--- config.mk ---
export PLATFORM = sky130hd
export DESIGN_NAME = vector_sequencer
export DESIGN_NICKNAME = d
export VERILOG_FILES = /design/src/rtl/vector_sequencer.sv
export SDC_FILE = /design/constraint.sdc
export NUM_CORES = 1
export LEC_CHECK = 0
export CORE_ASPECT_RATIO = 0.7
export CORE_UTILIZATION = 46
export DETAILED_ROUTE_END_ITERATION = 10
export GPL_TIMING_DRIVEN = 1
export PLACE_DENSITY = 0.8
export SYNTH_ARGS = -nofsm -noshare
export SYNTH_HDL_FRONTEND = slang
export SYNTH_SLANG_ARGS = --single-unit
export TNS_END_PERCENT = 50
--- constraint.sdc ---
create_clock -name clk -period 2.8 [get_ports clk]
set_input_delay 0.7 -clock clk [delete_from_list [all_inputs] [get_ports clk]]
set_output_delay 0.7 -clock clk [all_outputs]
set_load 0.01 [all_outputs]
--- src/rtl/vector_sequencer.sv ---
// vector_sequencer
//   Steps a VEC_W-bit data vector (and optionally a CTRL_W-bit control word)
//   through every value, holding each vector for at least HOLD cycles and
//   advancing only when the downstream side accepts it.
//
// Ports
//   clk        : rising-edge clock
//   rst        : asynchronous active-high reset
//   start      : begin a sweep (sampled in IDLE only)
//   sweep_ctrl : 1 = also sweep the control word (sampled with start)
//   ctrl_in    : initial control word (sampled with start)
//   pause      : freeze counter and outputs while high
//   ready      : downstream accepts the current vector
//   vec_out    : current data vector
//   ctrl_out   : current control word
//   valid      : vec_out/ctrl_out form a live test vector
//   busy       : sweep in progress
//   done       : one-cycle pulse at sweep completion
module vector_sequencer #(
    parameter int VEC_W  = 9,
    parameter int CTRL_W = 4,
    parameter int HOLD   = 1
) (
    input  logic              clk,
    input  logic              rst,
    input  logic              start,
    input  logic              sweep_ctrl,
    input  logic [CTRL_W-1:0] ctrl_in,
    input  logic              pause,
    input  logic              ready,
    output logic [VEC_W-1:0]  vec_out,
    output logic [CTRL_W-1:0] ctrl_out,
    output logic              valid,
    output logic              busy,
    output logic              done
);

    typedef enum logic [1:0] {IDLE, RUN, FIN} state_t;

    localparam logic [7:0] HOLD_MAX = 8'(HOLD - 1);

    state_t            state, state_nx;
    logic [VEC_W-1:0]  vec_nx;
    logic [CTRL_W-1:0] ctrl_nx;
    logic [7:0]        hold_cnt, hold_nx;
    logic              sweep_lat, sweep_nx;
    logic              valid_nx, busy_nx, done_nx;
    logic              accept, vec_last, ctrl_last;

    // pause wins over ready: a paused cycle never accepts
    assign accept    = (state == RUN) && !pause && ready && (hold_cnt == HOLD_MAX);
    assign vec_last  = &vec_out;
    assign ctrl_last = &ctrl_out;

    always_comb begin
        state_nx = state;
        vec_nx   = vec_out;
        ctrl_nx  = ctrl_out;
        hold_nx  = hold_cnt;
        sweep_nx = sweep_lat;
        case (state)
            IDLE: begin
                if (start) begin
                    state_nx = RUN;
                    vec_nx   = '0;
                    ctrl_nx  = ctrl_in;
                    hold_nx  = '0;
                    sweep_nx = sweep_ctrl;
                end
            end
            RUN: begin
                if (accept) begin
                    hold_nx = '0;
                    // last vector: stop unless the control word still has room to step
                    if (vec_last && (!sweep_lat || ctrl_last)) begin
                        state_nx = FIN;
                    end else begin
                        vec_nx = vec_out + 1'b1;
                        if (vec_last) ctrl_nx = ctrl_out + 1'b1;
                    end
                end else if (!pause && hold_cnt != HOLD_MAX) begin
                    hold_nx = hold_cnt + 8'd1;
                end
            end
            FIN:     state_nx = IDLE;
            default: state_nx = IDLE;
        endcase
        // status flags are registered copies of the next state
        valid_nx = (state_nx == RUN);
        busy_nx  = (state_nx == RUN);
        done_nx  = (state_nx == FIN);
    end

    always_ff @(posedge clk or posedge rst) begin
        if (rst) begin
            state     <= IDLE;
            vec_out   <= '0;
            ctrl_out  <= '0;
            hold_cnt  <= '0;
            sweep_lat <= 1'b0;
            valid     <= 1'b0;
            busy      <= 1'b0;
            done      <= 1'b0;
        end else begin
            state     <= state_nx;
            vec_out   <= vec_nx;
            ctrl_out  <= ctrl_nx;
            hold_cnt  <= hold_nx;
            sweep_lat <= sweep_nx;
            valid     <= valid_nx;
            busy      <= busy_nx;
            done      <= done_nx;
        end
    end

endmodule

# [After elaboration in Yosys (flattened, before gate mapping)]
# Cells that the tools add are included.
[word_totals] elab_cells=53 reg_bits=26 out_inout_bits=16 inputBits=10
[classes] eq_ne=8 n_addsub=3 reduce_logical=18 n_mux=17
[ops] operator="9-bit two-way mux" n=3
[ops] operator="8-bit two-way mux" n=3
[ops] operator="9-bit one-hot mux with 2 select lines" n=1
[ops] operator="4-bit two-way mux" n=4
[ops] operator="8-bit one-hot mux with 2 select lines" n=1
[ops] operator="9-bit by 1-bit adder with 9-bit output (second input constant)" n=1
[ops] operator="9-bit AND reduction" n=1
[ops] operator="8-bit by 1-bit adder with 8-bit output (second input constant)" n=1
[ops] operator="8-bit zero test" n=1
[ops] operator="2-bit inequality test (second input constant)" n=4
[ops] operator="4-bit one-hot mux with 2 select lines" n=1
[ops] operator="4-bit AND reduction" n=2
[ops] operator="8-bit nonzero test" n=1
[ops] operator="2-bit two-way mux" n=3
[ops] operator="1-bit logical AND" n=5
[ops] operator="5-bit AND reduction" n=1
[ops] operator="4-bit by 1-bit adder with 4-bit output (second input constant)" n=1
[ops] operator="2-bit by 1-bit == test with 1-bit output (second input constant)" n=2
[ops] operator="2-bit one-hot mux with 2 select lines" n=1
[ops] operator="3-bit by 2-bit inequality test with 1-bit output (second input constant)" n=1
[ops] operator="3-bit AND reduction" n=1
[ops] operator="2-bit == test (second input constant)" n=1
[ops] operator="1-bit zero test" n=2
[ops] operator="2-bit zero test" n=1
[ops] operator="3 further kinds" n=3

# [Longest topological paths before layout]
[logic_depth] word_depth=7 depth_mapped=8 depth_no_buf=7

# [Least setup slack after synthesis]
# OpenSTA, ideal clock, no wires.
[synth_timing] kind="reg2reg" start="register vec_out[0]" end="register vec_out[2]" setup_ns=0.130 setup_slack_ns=0.836 arrival_ns=1.834 stages_incl_launch_ff=9 t_required_ns=2.670 path_buffers=1 path_cell_list="dfrtp_1 > ha_1 > nand3_1 > nor2_1 > ha_1 > a21boi_1 > clkbuf_1 > nor3b_1 > mux2i_1"
[synth_between] elab_chain_cells=4 word_cells_on_any_way=8 classes_between="1 x add/sub; 1 x eq/ne; 3 x mux; 3 x reduce/logical"
[synth_lines] item="start: declaration" line="31" source="output logic [VEC_W-1:0] vec_out,"
[synth_lines] item="start signal: assignment" line="106" source="vec_out <= vec_nx;"
[synth_lines] item="9-bit by 1-bit adder with 9-bit output / 9-bit AND reduction (equally long branches)" line="78, 52"
[synth_lines] item="9-bit two-way mux / 1-bit logical AND (equally long branches)" line="75" source="if (vec_last && (!sweep_lat || ctrl_last)) begin"
[synth_lines] item="9-bit two-way mux / 2-bit inequality test (equally long branches)"
[synth_lines] item="9-bit one-hot mux with 2 select lines / 4-bit AND reduction (equally long branches)"
# Parallel ways exist; a longest one is shown, timed or not. The select of a mux whose other input is x is not followed.
# A chain may end at the register's enable or synchronous reset.

# [Final worst setup path]
[layout_timing] start="input ready" end="register vec_out[5]"
[layout_between] elab_chain_cells=4
[layout_lines] item="start: declaration" line="30" source="input logic ready,"
[layout_lines] item="1-bit logical AND (2 in series)" line="51" source="assign accept = (state == RUN) && !pause && ready && (hold_cnt == HOLD_MAX);"
[layout_lines] item="2-bit inequality test (no source line)"
[layout_lines] item="4-bit AND reduction (no source line)"
# Every way passes these cells.

==> run metrics <==
status=finished, final reports clean; nets=196; clock root cell=clkbuf_8; drc violations=0; max cap viols=0; H-tree depth=1; Iter 0 DRT Violations=57; endpoints failing setup=0; largest family of logic cells by synthesized area=simple AND/OR/NAND/NOR gates; mux cell area share after synthesis=1.43%; post-synthesis simple-gate area fraction=25.7%; Tightest Hold Check Type=reg -> reg; mean area per synthesized cell=9.77 um2; critical path type=in -> reg; antenna diode count=0; DIE HEIGHT=49.5 um; Syn Nets=167; Async SR Flop Fraction=100%; final slew viol count=0; Mapped Cells=152; final WL=3540 um; GRT overflow=0; Startpoint Class=primary input; CP arrival=2540 ps; CP required=3000 ps; endpoint type of the worst setup path=register; adder-cell share of the synthesized area=4.21%; Top FF cell, synth=dfrtp_1; hold-fix buffer count after cts=0; Pwr Total=954 uW; DR pass1 iterations=4; port buffer count=25; setup ws final=463 ps; register area share after synthesis=43.8%; TNS Setup=0 ps; Max clock buf depth=2; clock sink total=26; R2R Setup Slk=490 ps; fmax=0.428 GHz; Leak=0.000772 uW; Mapped Area=1490 um2; Clock Skews=5.82 ps; yosys synthesis warning count=0; RSZ-0062 raised after global routing=false; Hold Crit Depth=1; Synth Area in XOR/XNOR=1.77%; Post-DP HPWL=2490 um; cts bufs inserted=3; power density over the cells=512 nW/um2; # IOs=26; vias per cell=6.22; GRT Total Usage=23.7%; min-delay src=vec_out[0]; die width=69.9 um; hold endpoint=vec_out[0]; DR vias=1343; vias in the first global route=1393; pre-CTS WS=232 ps; Seq cells post-synth=26; row count=16; Layout Utilization=63.7%; Core Box Area=2920 um2; Post-DRT Antenna Nets=0; synth unique cells=49; routability cong.=0.841; fill cell count=236; antenna violations before repair=0; largest net degree at the start of global routing=27; Initial Util=50.8%; endpoints failing hold=0; Max VDD drop=0.404 mV; Slew headroom=66.6%; compound-gate portion of the synthesized area=20.3%; FF-to-FF End=busy; Final Cycle Share=83.5%; Die ar.=3460 um2; Area growth, synth to finish=25.4%; number of synthesized flops with an enable pin=0; Worst Tran Pin Value=500 ps; CP max FO=6; CTS tree=built; Reg2Reg Depth=7; clock latency at the later pin of the worst-skew pair=270 ps; fin crit period=2340 ps; first-pass GRT wire length=6430 um; Clock Pin Slew Worst Setup and Hold Paths=90 ps; FF-to-FF Start=vec_out[4]; wire per inst=16.4 um; post_cts resized=0; layout cells sized above 1=8.33%; total setup buffers inserted after CTS=0
## stage by stage
| step | hold WS (ps) | std cells | cell area [um2] |
|---|---|---|---|
| finish | 576 | 216 | 1860 |
| global route | 588 | 216 | 1860 |
| CTS | 560 | 216 | 1860 |
| detailed placement | 542 | 212 | 1790 |
| global placement | 541 | 212 | 1790 |
| floorplan | 523 | 152 | 1490 |
## final cells by class
cell class	instances	area [um2]	share of cell area [%]
Multi-Input combinational cell	116	793	42.6
Sequential cell	26	651	34.9
Timing Repair Buffer	30	288	15.4
Tap cell	36	45.0	2.42
Clock buffer	3	41.3	2.22
Clock inverter	1	30.0	1.61
Inverter	4	15.0	0.806
## cells in the final DEF (no fill, tap or decap), drive strengths merged, types with 2 or more instances in the layout
master         Yosys  layout
dfrtp             26      26
o31ai              6       6
nand2b             2       2
nor4b              2       2
nand4              4       4
o22ai              4       4
clkdlybuf4s50      0      25
a21o               2       2
clkbuf             4       3
o2bb2a             2       2
a2bb2oi            2       2
nand2             14      14
nor2b              2       2
or2                2       2
nor3b              3       3
buf                2       5
or3                4       4
xnor2              3       3
o211ai             3       3
a21oi              9       9
inv                4       4
nand3              9       9
ha                 5       5
and3               3       3
o21ai              7       7
a21boi             2       2
nor2               6       6
nor3               2       2
and4               2       2
or4                4       4
## registers in the layout, summed over array words and instances (netlist names)
name / flops
vec_out: 9
sweep_lat: 1
ctrl_out: 4
busy: 1
state: 2
hold_cnt: 8
done: 1
## kinds of logic after synthesis
kind of cell,Yosys count
simple gates,63
buf+inv,10
mux,2
compound gates,43
xor+xnor,3
fa+ha+maj,5
flops,26
## how the worst max path moves through the flow
| stage | cells after the start | slack (ps) | from | endpoint |
|---|---|---|---|---|
| finish | 6 | 460 | ready | vec_out[5] |
| global route | 6 | 360 | ready | vec_out[5] |
| CTS | 6 | 490 | ready | vec_out[7] |
| detailed placement | 6 | 230 | ready | vec_out[7] |
| global placement | 6 | 290 | ready | vec_out[5] |
| floorplan | 8 | 840 | vec_out[0] | vec_out[2] |
## critical path: stages
cell and delay [ps]:
clkdlybuf4s50_1 490, nor4bb_1 300, buf_4 180, nand4_1 220, or4_1 480, a21oi_1 160
## per-layer routing
layer  vias to the layer above  GRT usage [%]  wire (um)
met2                        45           38.1       1660
li1                        635              -          -
met3                         4           5.73        167
met4                         0           4.67         21
met5                         -              0          0
met1                       659           32.7       1700
## where the power goes
group	total [uW]	internal, uW	switching [uW]	leakage [uW]
combinational	159	88.6	70.4	0.000398
clock	313	191	122	0.0000357
sequential	482	413	69.4	0.000338
## synth_stat cells, drive strengths merged, types with 2 or more instances
cell type	n	area share [%]
nor2	6	1.5
dfrtp	26	44
and4	2	1.2
o31ai	6	3.0
inv	4	1.0
or3	4	2.0
o2bb2a	2	1.3
ha	5	4.2
nand4	4	1.7
a2bb2oi	2	1.2
clkbuf	4	1.0
o211ai	3	1.5
nand2b	2	0.84
buf	2	0.76
or4	4	2.0
nor2b	2	0.84
nand3	9	3.0
o21ai	7	2.4
nand2	14	3.5
a21o	2	1.0
nor4b	2	2.2
o22ai	4	1.7
xnor2	3	1.8
a21oi	9	3.8
nor3b	3	1.9
nor3	2	0.67
and3	3	1.3
or2	2	0.84
a21boi	2	1.0
Note: power is estimated with default switching activity, not from simulation.
